$ cat src/rtl/hdp_reg_sequencer.sv
// SPI register sequencer: sweeps an init table out over SPI and serves host register accesses.
// Optional build macro HDP_SEQ_VERIFY_EN adds a read-back check after every init write.
module hdp_reg_sequencer #(
    parameter int TBL_LEN      = 16,
    parameter int BUSY_TIMEOUT = 1023
) (
    input  logic       sys_clk,
    input  logic       reset,
    input  logic       enable,
    input  logic       init_start,
    output logic [7:0] tbl_index,
    input  logic [6:0] tbl_addr,
    input  logic [7:0] tbl_data,
    input  logic       host_req,
    input  logic       host_rw,
    input  logic [6:0] host_addr,
    input  logic [7:0] host_wdata,
    output logic       host_ack,
    output logic [7:0] host_rdata,
    output logic       spi_start,
    input  logic       spi_busy,
    output logic [7:0] spi_tx_upper,
    output logic [7:0] spi_tx_lower,
    input  logic [7:0] spi_rx_lower,
    output logic       init_busy,
    output logic       init_done,
    output logic       error
);

    localparam int CNT_W = (BUSY_TIMEOUT < 2) ? 1 : $clog2(BUSY_TIMEOUT + 1);

    typedef enum logic [2:0] {
        IDLE, FETCH, ISSUE, WAIT_HI, WAIT_LO, CHECK, FAULT
    } state_t;

    state_t           state, next_state;
    logic             sync1, sbusy;
    logic [CNT_W-1:0] to_cnt;
    logic             is_init;
    logic             last_entry;
`ifdef HDP_SEQ_VERIFY_EN
    logic             rd_phase;
    logic [7:0]       rx_byte;
`endif

    assign last_entry = (tbl_index == 8'(TBL_LEN - 1));

    always_ff @(posedge sys_clk or posedge reset) begin
        if (reset) state <= IDLE;
        else       state <= next_state;
    end

    always_comb begin
        next_state = state;
        case (state)
            IDLE: begin
                if (enable && init_start)    next_state = FETCH;
                else if (enable && host_req) next_state = ISSUE;
            end
            FETCH:   next_state = ISSUE;
            ISSUE:   next_state = WAIT_HI;
            WAIT_HI: begin
                if (sbusy)                                    next_state = WAIT_LO;
                else if (to_cnt == CNT_W'(BUSY_TIMEOUT - 1)) next_state = FAULT;
            end
            WAIT_LO: if (!sbusy) next_state = CHECK;
            CHECK: begin
                if (!is_init)                  next_state = IDLE;
`ifdef HDP_SEQ_VERIFY_EN
                else if (!rd_phase)            next_state = ISSUE;
                else if (rx_byte != spi_tx_lower) next_state = FAULT;
`endif
                else if (last_entry)           next_state = IDLE;
                else                           next_state = FETCH;
            end
            FAULT:   if (enable && init_start) next_state = FETCH;
            default: next_state = IDLE;
        endcase
    end

    // Start is purely state-decoded so an asynchronous reset drops it at once.
    assign spi_start = (state == ISSUE) || (state == WAIT_HI);
    assign host_ack  = (state == CHECK) && !is_init;
    assign init_done = (state == CHECK) && is_init && (next_state == IDLE);

    always_ff @(posedge sys_clk or posedge reset) begin
        if (reset) begin
            sync1        <= 1'b0;
            sbusy        <= 1'b0;
            to_cnt       <= '0;
            is_init      <= 1'b0;
            tbl_index    <= 8'h00;
            spi_tx_upper <= 8'h00;
            spi_tx_lower <= 8'h00;
            host_rdata   <= 8'h00;
            init_busy    <= 1'b0;
            error        <= 1'b0;
`ifdef HDP_SEQ_VERIFY_EN
            rd_phase     <= 1'b0;
            rx_byte      <= 8'h00;
`endif
        end else begin
            sync1 <= spi_busy;
            sbusy <= sync1;
            case (state)
                IDLE: begin
                    if (next_state == FETCH) begin
                        tbl_index <= 8'h00;
                        init_busy <= 1'b1;
                        is_init   <= 1'b1;
                    end else if (next_state == ISSUE) begin
                        is_init      <= 1'b0;
                        spi_tx_upper <= {host_rw, host_addr};
                        spi_tx_lower <= host_rw ? 8'h00 : host_wdata;
                    end
                end
                FETCH: begin
                    spi_tx_upper <= {1'b0, tbl_addr};
                    spi_tx_lower <= tbl_data;
`ifdef HDP_SEQ_VERIFY_EN
                    rd_phase     <= 1'b0;
`endif
                end
                ISSUE: to_cnt <= '0;
                WAIT_HI: begin
                    if (next_state == FAULT) begin
                        error     <= 1'b1;
                        init_busy <= 1'b0;
                    end else begin
                        to_cnt <= to_cnt + CNT_W'(1);
                    end
                end
                WAIT_LO: begin
                    if (next_state == CHECK) begin
`ifdef HDP_SEQ_VERIFY_EN
                        rx_byte <= spi_rx_lower;
`endif
                        if (!is_init) host_rdata <= spi_tx_upper[7] ? spi_rx_lower : 8'h00;
                    end
                end
                CHECK: begin
                    if (next_state == FETCH) begin
                        tbl_index <= tbl_index + 8'd1;
                    end else if (next_state == IDLE) begin
                        if (is_init) init_busy <= 1'b0;
                    end else if (next_state == FAULT) begin
                        error     <= 1'b1;
                        init_busy <= 1'b0;
                    end
`ifdef HDP_SEQ_VERIFY_EN
                    // Read-back reuses the written data byte as the compare reference.
                    else if (next_state == ISSUE) begin
                        rd_phase        <= 1'b1;
                        spi_tx_upper[7] <= 1'b1;
                    end
`endif
                end
                FAULT: begin
                    if (next_state == FETCH) begin
                        error     <= 1'b0;
                        tbl_index <= 8'h00;
                        init_busy <= 1'b1;
                        is_init   <= 1'b1;
                    end
                end
                default: ;
            endcase
        end
    end

endmodule

$ cat config.mk
export PLATFORM = sky130hd
export DESIGN_NAME = hdp_reg_sequencer
export DESIGN_NICKNAME = d
export VERILOG_FILES = /design/src/rtl/hdp_reg_sequencer.sv
export SDC_FILE = /design/constraint.sdc
export NUM_CORES = 1
export LEC_CHECK = 0
export ABC_AREA = 1
export CORE_ASPECT_RATIO = 0.6
export CORE_MARGIN = 4
export CORE_UTILIZATION = 42
export CTS_CLUSTER_DIAMETER = 60
export DETAILED_ROUTE_END_ITERATION = 12
export PLACE_DENSITY = 0.78
export SYNTH_ARGS = -nofsm -noshare
export SYNTH_HDL_FRONTEND = slang
export SYNTH_SLANG_ARGS = --single-unit
$ cat constraint.sdc
create_clock -name sys_clk -period 1.85 [get_ports sys_clk]
set_input_delay 0.185 -clock sys_clk [delete_from_list [all_inputs] [get_ports sys_clk]]
set_output_delay 0.185 -clock sys_clk [all_outputs]
set_load 0.02 [all_outputs]
Word-level counts from Yosys, hierarchy flattened. Cells that the tools add are included. W data, S select, Z words.

Input port bits: 45. Output and inout port bits: 37. Word-level logic and storage cells: 95. Flip-flop bits (word level): 50.

Bitwise operators: 1. Mux-type cells: 36. Reduce and logical (&&, ||, !) cells: 23. Add/sub/neg operators: 2. Equal/unequal tests: 22.

Operator list (count): $mux W8 (8); $pmux W8 S2 (3); $pmux W3 S7 (1); $pmux W10 S2 (1); $mux W3 (6); $eq A3 B3 Y1 const B (5); $mux W1 (13); $ne A2 B2 Y1 const B (6); $reduce_and A3 Y1 (4); $add A10 B1 Y10 const B (1); $eq A10 B10 Y1 const B (1); $mux W10 (1); $eq A3 B2 Y1 const B (3); $add A8 B1 Y8 const B (1); $eq A8 B4 Y1 const B (1); $reduce_and A4 Y1 (2); $reduce_bool A2 Y1 (4); $eq A3 B1 Y1 const B (2); $logic_not A3 Y1 (2); $ne A3 B3 Y1 const B (2); $pmux W1 S3 (2); $reduce_bool A3 Y1 (2); $logic_and A1 B1 Y1 (5); $ne A2 B1 Y1 const B (2); 6 further kinds (6).

Logic depth before layout (Yosys ltp).
Word-level depth: 9. Mapped depth: 13.

Worst setup path after synthesis. Ideal clock, no wire load.

Path type: register -> output. Start: register tbl_index[1]. End: output init_done. Path buffers: 0. Slack: -69 ps. Stages on the path, launching flop included: 10. Data arrival time: 1734 ps. Cells stage by stage: dfrtp_1 -> ha_1 -> nand3_2 -> nor2_1 -> nor2_1 -> nor2_1 -> nand3_2 -> nand3_2 -> nand2_1 -> nor2_1.

Word-level cells in the longest chain between the ends: 6.

Ends and longest elaborated chain: start: declaration (RTL line 11) `output logic [7:0] tbl_index,`; start signal: assignment (RTL line 143) `tbl_index <= tbl_index + 8'd1;`; $eq A8 B4 Y1 (RTL line 46) `assign last_entry = (tbl_index == 8'(TBL_LEN - 1));`; $mux W1 (RTL line 73) `else if (last_entry) next_state = IDLE;`; $mux W1 (RTL line 68) `if (!is_init) next_state = IDLE;`; $pmux W3 S7 (RTL line 55) `case (state)`; named net next_state[0] (RTL line 36) `state_t state, next_state;`; $logic_not A3 Y1 (RTL line 84) `assign init_done = (state == CHECK) && is_init && (next_state == IDLE);`; $logic_and A1 B1 Y1 (RTL line 84); end: declaration (RTL line 26) `output logic init_done,`.

The timed path passes the listed nets, and every way through them passes these cells.

Worst setup path after layout.
Start: register state[0]. End: register spi_tx_lower[0].

Word-level cells in the longest chain between the ends: 6.

Ends and longest elaborated chain: start: declaration (RTL line 36); start signal: assignment (RTL line 50) `else state <= next_state;`; $mux W3 (on tied branches) (RTL line 64, 58); $mux W3 (on tied branches) (RTL line 63, 57); $pmux W3 S7 (RTL line 55); $eq A3 B2 Y1 / $eq A3 B1 Y1 (equally long branches) (RTL line 111, 107); $ne A2 B2 Y1 (no line); $reduce_and A3 Y1 (no line); end signal: assignment (RTL line 114) `spi_tx_lower <= host_rw ? 8'h00 : host_wdata;`; end signal: assignment (RTL line 119) `spi_tx_lower <= tbl_data;`; end: declaration (RTL line 23) `output logic [7:0] spi_tx_lower,`.

Several ways; a longest one is shown, not always the timed one. A chain may end at the register's enable or synchronous reset.

==> summary.md <==
| Metric | Value |
|---|---|
| Leakage | 2.00 nW |
| I/O Buffers | 81 |
| CP cell instances | inv_4 -> nor3_4 -> nand2_1 -> nand2_1 -> nor2_2 -> buf_6 -> nor2_4 -> nand2_4 -> nand2_8 -> buf_12 -> buf_16 -> nor2_2 -> a21oi_2 |
| Multi-input gate area | 1370 um2 |
| DIE HEIGHT | 69.5 um |
| CTS tree | done |
| Die ar. | 7690 um2 |
| Top Ports | 82 |
| Area growth syn-to-layout | 64.4% |
| Clock Latency Late Sink | 310 ps |
| CP Capture Type | flop |
| Drt total wl | 8.37 mm |
| VDD IR max | 0.823 mV |
| WL per Instance | 15.3 um |
| Antenna fix cells | 0 |
| Worst slew margin | 74.4% |
| Max Slew Vio Count | 0 |
| Net load switching power | 2.98 mW |
| Startpoint types | flop |
| Clk sinks | 50 |
| Leading area contributor after synthesis | dfrtp_1 |
| Setup Skew | 11.8 ps |
| Endpoints failing hold | 0 |
| Initial antenna violation count | 0 |
| Int Power | 4.06 mW |
| Arrival time at the worst endpoint | 2240 ps |
| Synth Area per Inst | 8.20 um2 |
| FP Rows | 22 |
| Overall global routing resource usage | 21.0% |
| Slew @ Worst Pin | 384 ps |
| PwrDens | 1620 nW/um2 |
| Worst setup path class | flop to flop |
| Die Width | 111 um |
| Sequential-to-total area share from yosys stat | 47.2% |
| Worst r2r dst | spi_tx_lower[0] |
| R2r setup slk | -150 ps |
| Vias/cell | 5.11 |
| Synthesis Warnings | 0 |
| Utilization after layout | 71.3% |
| FF-to-FF Start | state[0] |
| Sequential power share | 25.8% |
| Prevailing post-synth register cell | dfrtp_1 |
| Setup TNS | -1920 ps |
| Clock power share | 11.2% |
| Fin area | 4360 um2 |
| Finish-stage setup viols | 29 |
| Period minus WS final | 2000 ps |
| Outcome | finished with violations |
| Ys async rst share | 100% |
| Via count | 2794 |
| Net Sw Frac | 42.3% |
| Pin count of the biggest net entering global routing | 34 |
| Delay-heaviest family, CP | simple AND/OR/NAND/NOR gates |
| Routed Antenna Nets | 0 |
| Combinational share of power | 63.0% |
| Mapped cell area | 2650 um2 |
| Clock Tree Root | clkbuf_8 |
| Post-cts hold buffer count | 0 |
| Iter 0 DRT Violations | 221 |
| Hold Path Class | primary input to async pin |
| Vias in the first global route | 2660 |
| Bufs on Longest Clock Path | 2 |
| Synth cell types | 32 |
| Max-Cap Viols | 0 |
| Core area | 6110 um2 |
| Synth top area cells | dfrtp_1 47%, nand2_1 11%, nor2_1 6.2% |
| FF+latch count, synth | 50 |
| Total grt overflow | 0 |
| EDFF count, synth | 0 |
| Synth top cells by count | 75 x nand2_1, 50 x dfrtp_1, 44 x nor2_1, 27 x o21ai_0 |
| Required @ worst endpoint | 2090 ps |
| Unrepaired setup endpoints after global routing | true |
| Initial Util | 43.4% |
| Tcrit/Tclk final | 108% |
| Gpl congestion | 0.953 |
| Final HPWL DP | 5.68 mm |
| Synth top area share | 47.2% |
| First-pass GRT wire length | 13.0 mm |
| Inserted Clock Buffers | 5 |
| Mapped Nets | 371 |
| CP Buf/Inv Count | 4 |
| DRC errors left | 0 |
| Fillers | 468 |
| Slowest stage delay, CP | 470 ps |
| CP max-delay cell | dfrtp_2 |
| Drt pass-1 iters | 5 |
| CP Max Fanout | 6 |
| Top-count cell post-synth | nand2_1 |
| Layout cells sized above 1 | 28.5% |
| CTS H-tree depth | 2 |
| Syn Inst Count | 323 |
| R2R depth | 13 |
| Register area | 1260 um2 |
| Layout Nets | 510 |
| Final Power | 7.04 mW |
| Worst-path clk slew | 100 ps |
| Post-route worst setup slack | -155 ps |
| Failing checks | setup timing |
| Area after DPL | 3910 um2 |
| Fmax | 499 MHz |
==> area by class of cell <==
type / count / share of cell area (%)
Timing Repair Buffer: 142 / 32.3
Multi-Input combinational cell: 236 / 31.5
Sequential cell: 50 / 28.8
Inverter: 27 / 2.44
Tap cell: 84 / 2.41
Clock buffer: 6 / 1.67
Clock inverter: 2 / 0.862
==> power groups by stage <==
stage,clock network [mW],registers [mW],logic [mW]
6_report,0.789,1.82,4.43
5_1_grt,0.854,1.86,4.74
4_1_cts,0.800,1.78,4.06
3_5_place_dp,0,1.77,3.56
3_3_place_gp,0,1.76,3.48
2_1_floorplan,0,2.12,1.63
==> how the worst max path moves through the flow <==
stage / slack, ps / start / depth (start not counted) / end
2_1_floorplan: 30 / tbl_index[1] / 11 / spi_tx_lower[0]
3_3_place_gp: -230 / enable / 9 / init_done
3_5_place_dp: -370 / enable / 9 / init_done
4_1_cts: -100 / to_cnt[0] / 14 / spi_tx_lower[0]
5_1_grt: -280 / state[0] / 13 / spi_tx_lower[0]
6_report: -150 / state[0] / 13 / spi_tx_lower[0]
==> routing by layer <==
metal	wire, um	vias to the layer above	track usage [%]	share of wire [%]
li1	-	1322	-	-
met1	3580	1339	27.2	43
met2	4120	113	35.0	49
met3	487	20	4.88	5.8
met4	189	0	6.42	2.3
met5	0	-	0	0
==> cell families (layout without fill, tap and decap cells) <==
group / after synthesis / count (layout) / share of synthesized area, %
AOI/OAI and AO/OA: 55 / 55 / 12.2
xor gates and xnor gates: 9 / 9 / 2.97
adders and majority gates: 3 / 3 / 1.42
buffers and inverters: 37 / 177 / 6.61
DFF: 50 / 50 / 47.2
muxes: 7 / 7 / 2.64
and+or+nand+nor: 162 / 162 / 26.9
==> timing repair <==
action	CTS	global route
endpoints found under the setup margin	32	31
endpoints found under the hold margin	0	0
resized for setup	32	27
setup buffers	5	6
pin swaps	9	12
cloned	2	1
==> metrics by stage <==
step	std cells	hold WS (ps)	setup slack [ps]
2_1_floorplan	323	216	26.8
3_5_place_dp	526	336	-370
3_3_place_gp	526	333	-226
6_report	547	158	-155
5_1_grt	547	167	-275
4_1_cts	541	167	-99.2
==> cells in the final DEF (no fill, tap or decap), types with 2 or more instances in the layout <==
cell / n
a21oi_1: 3
a21oi_2: 18
buf_12: 5
buf_16: 2
buf_4: 48
buf_6: 6
clkbuf_8: 5
clkdlybuf4s50_1: 78
dfrtp_1: 46
dfrtp_2: 4
dlygate4sd2_1: 2
ha_4: 2
inv_1: 20
inv_2: 5
inv_4: 2
mux2i_1: 7
nand2_1: 72
nand2_2: 4
nand3_1: 22
nand3_2: 6
nand4_1: 2
nor2_1: 32
nor2_2: 13
nor2_4: 3
nor3_1: 2
o21ai_0: 27
o21ai_1: 3
xor2_1: 8
==> registers in the layout, summed over array words and instances, names as in the netlist <==
name	count
error	1
host_rdata	8
init_busy	1
is_init	1
sbusy	1
spi_tx_lower	8
spi_tx_upper	8
state	3
sync1	1
tbl_index	8
to_cnt	10
No activity file was read; power rests on OpenSTA's default activity.
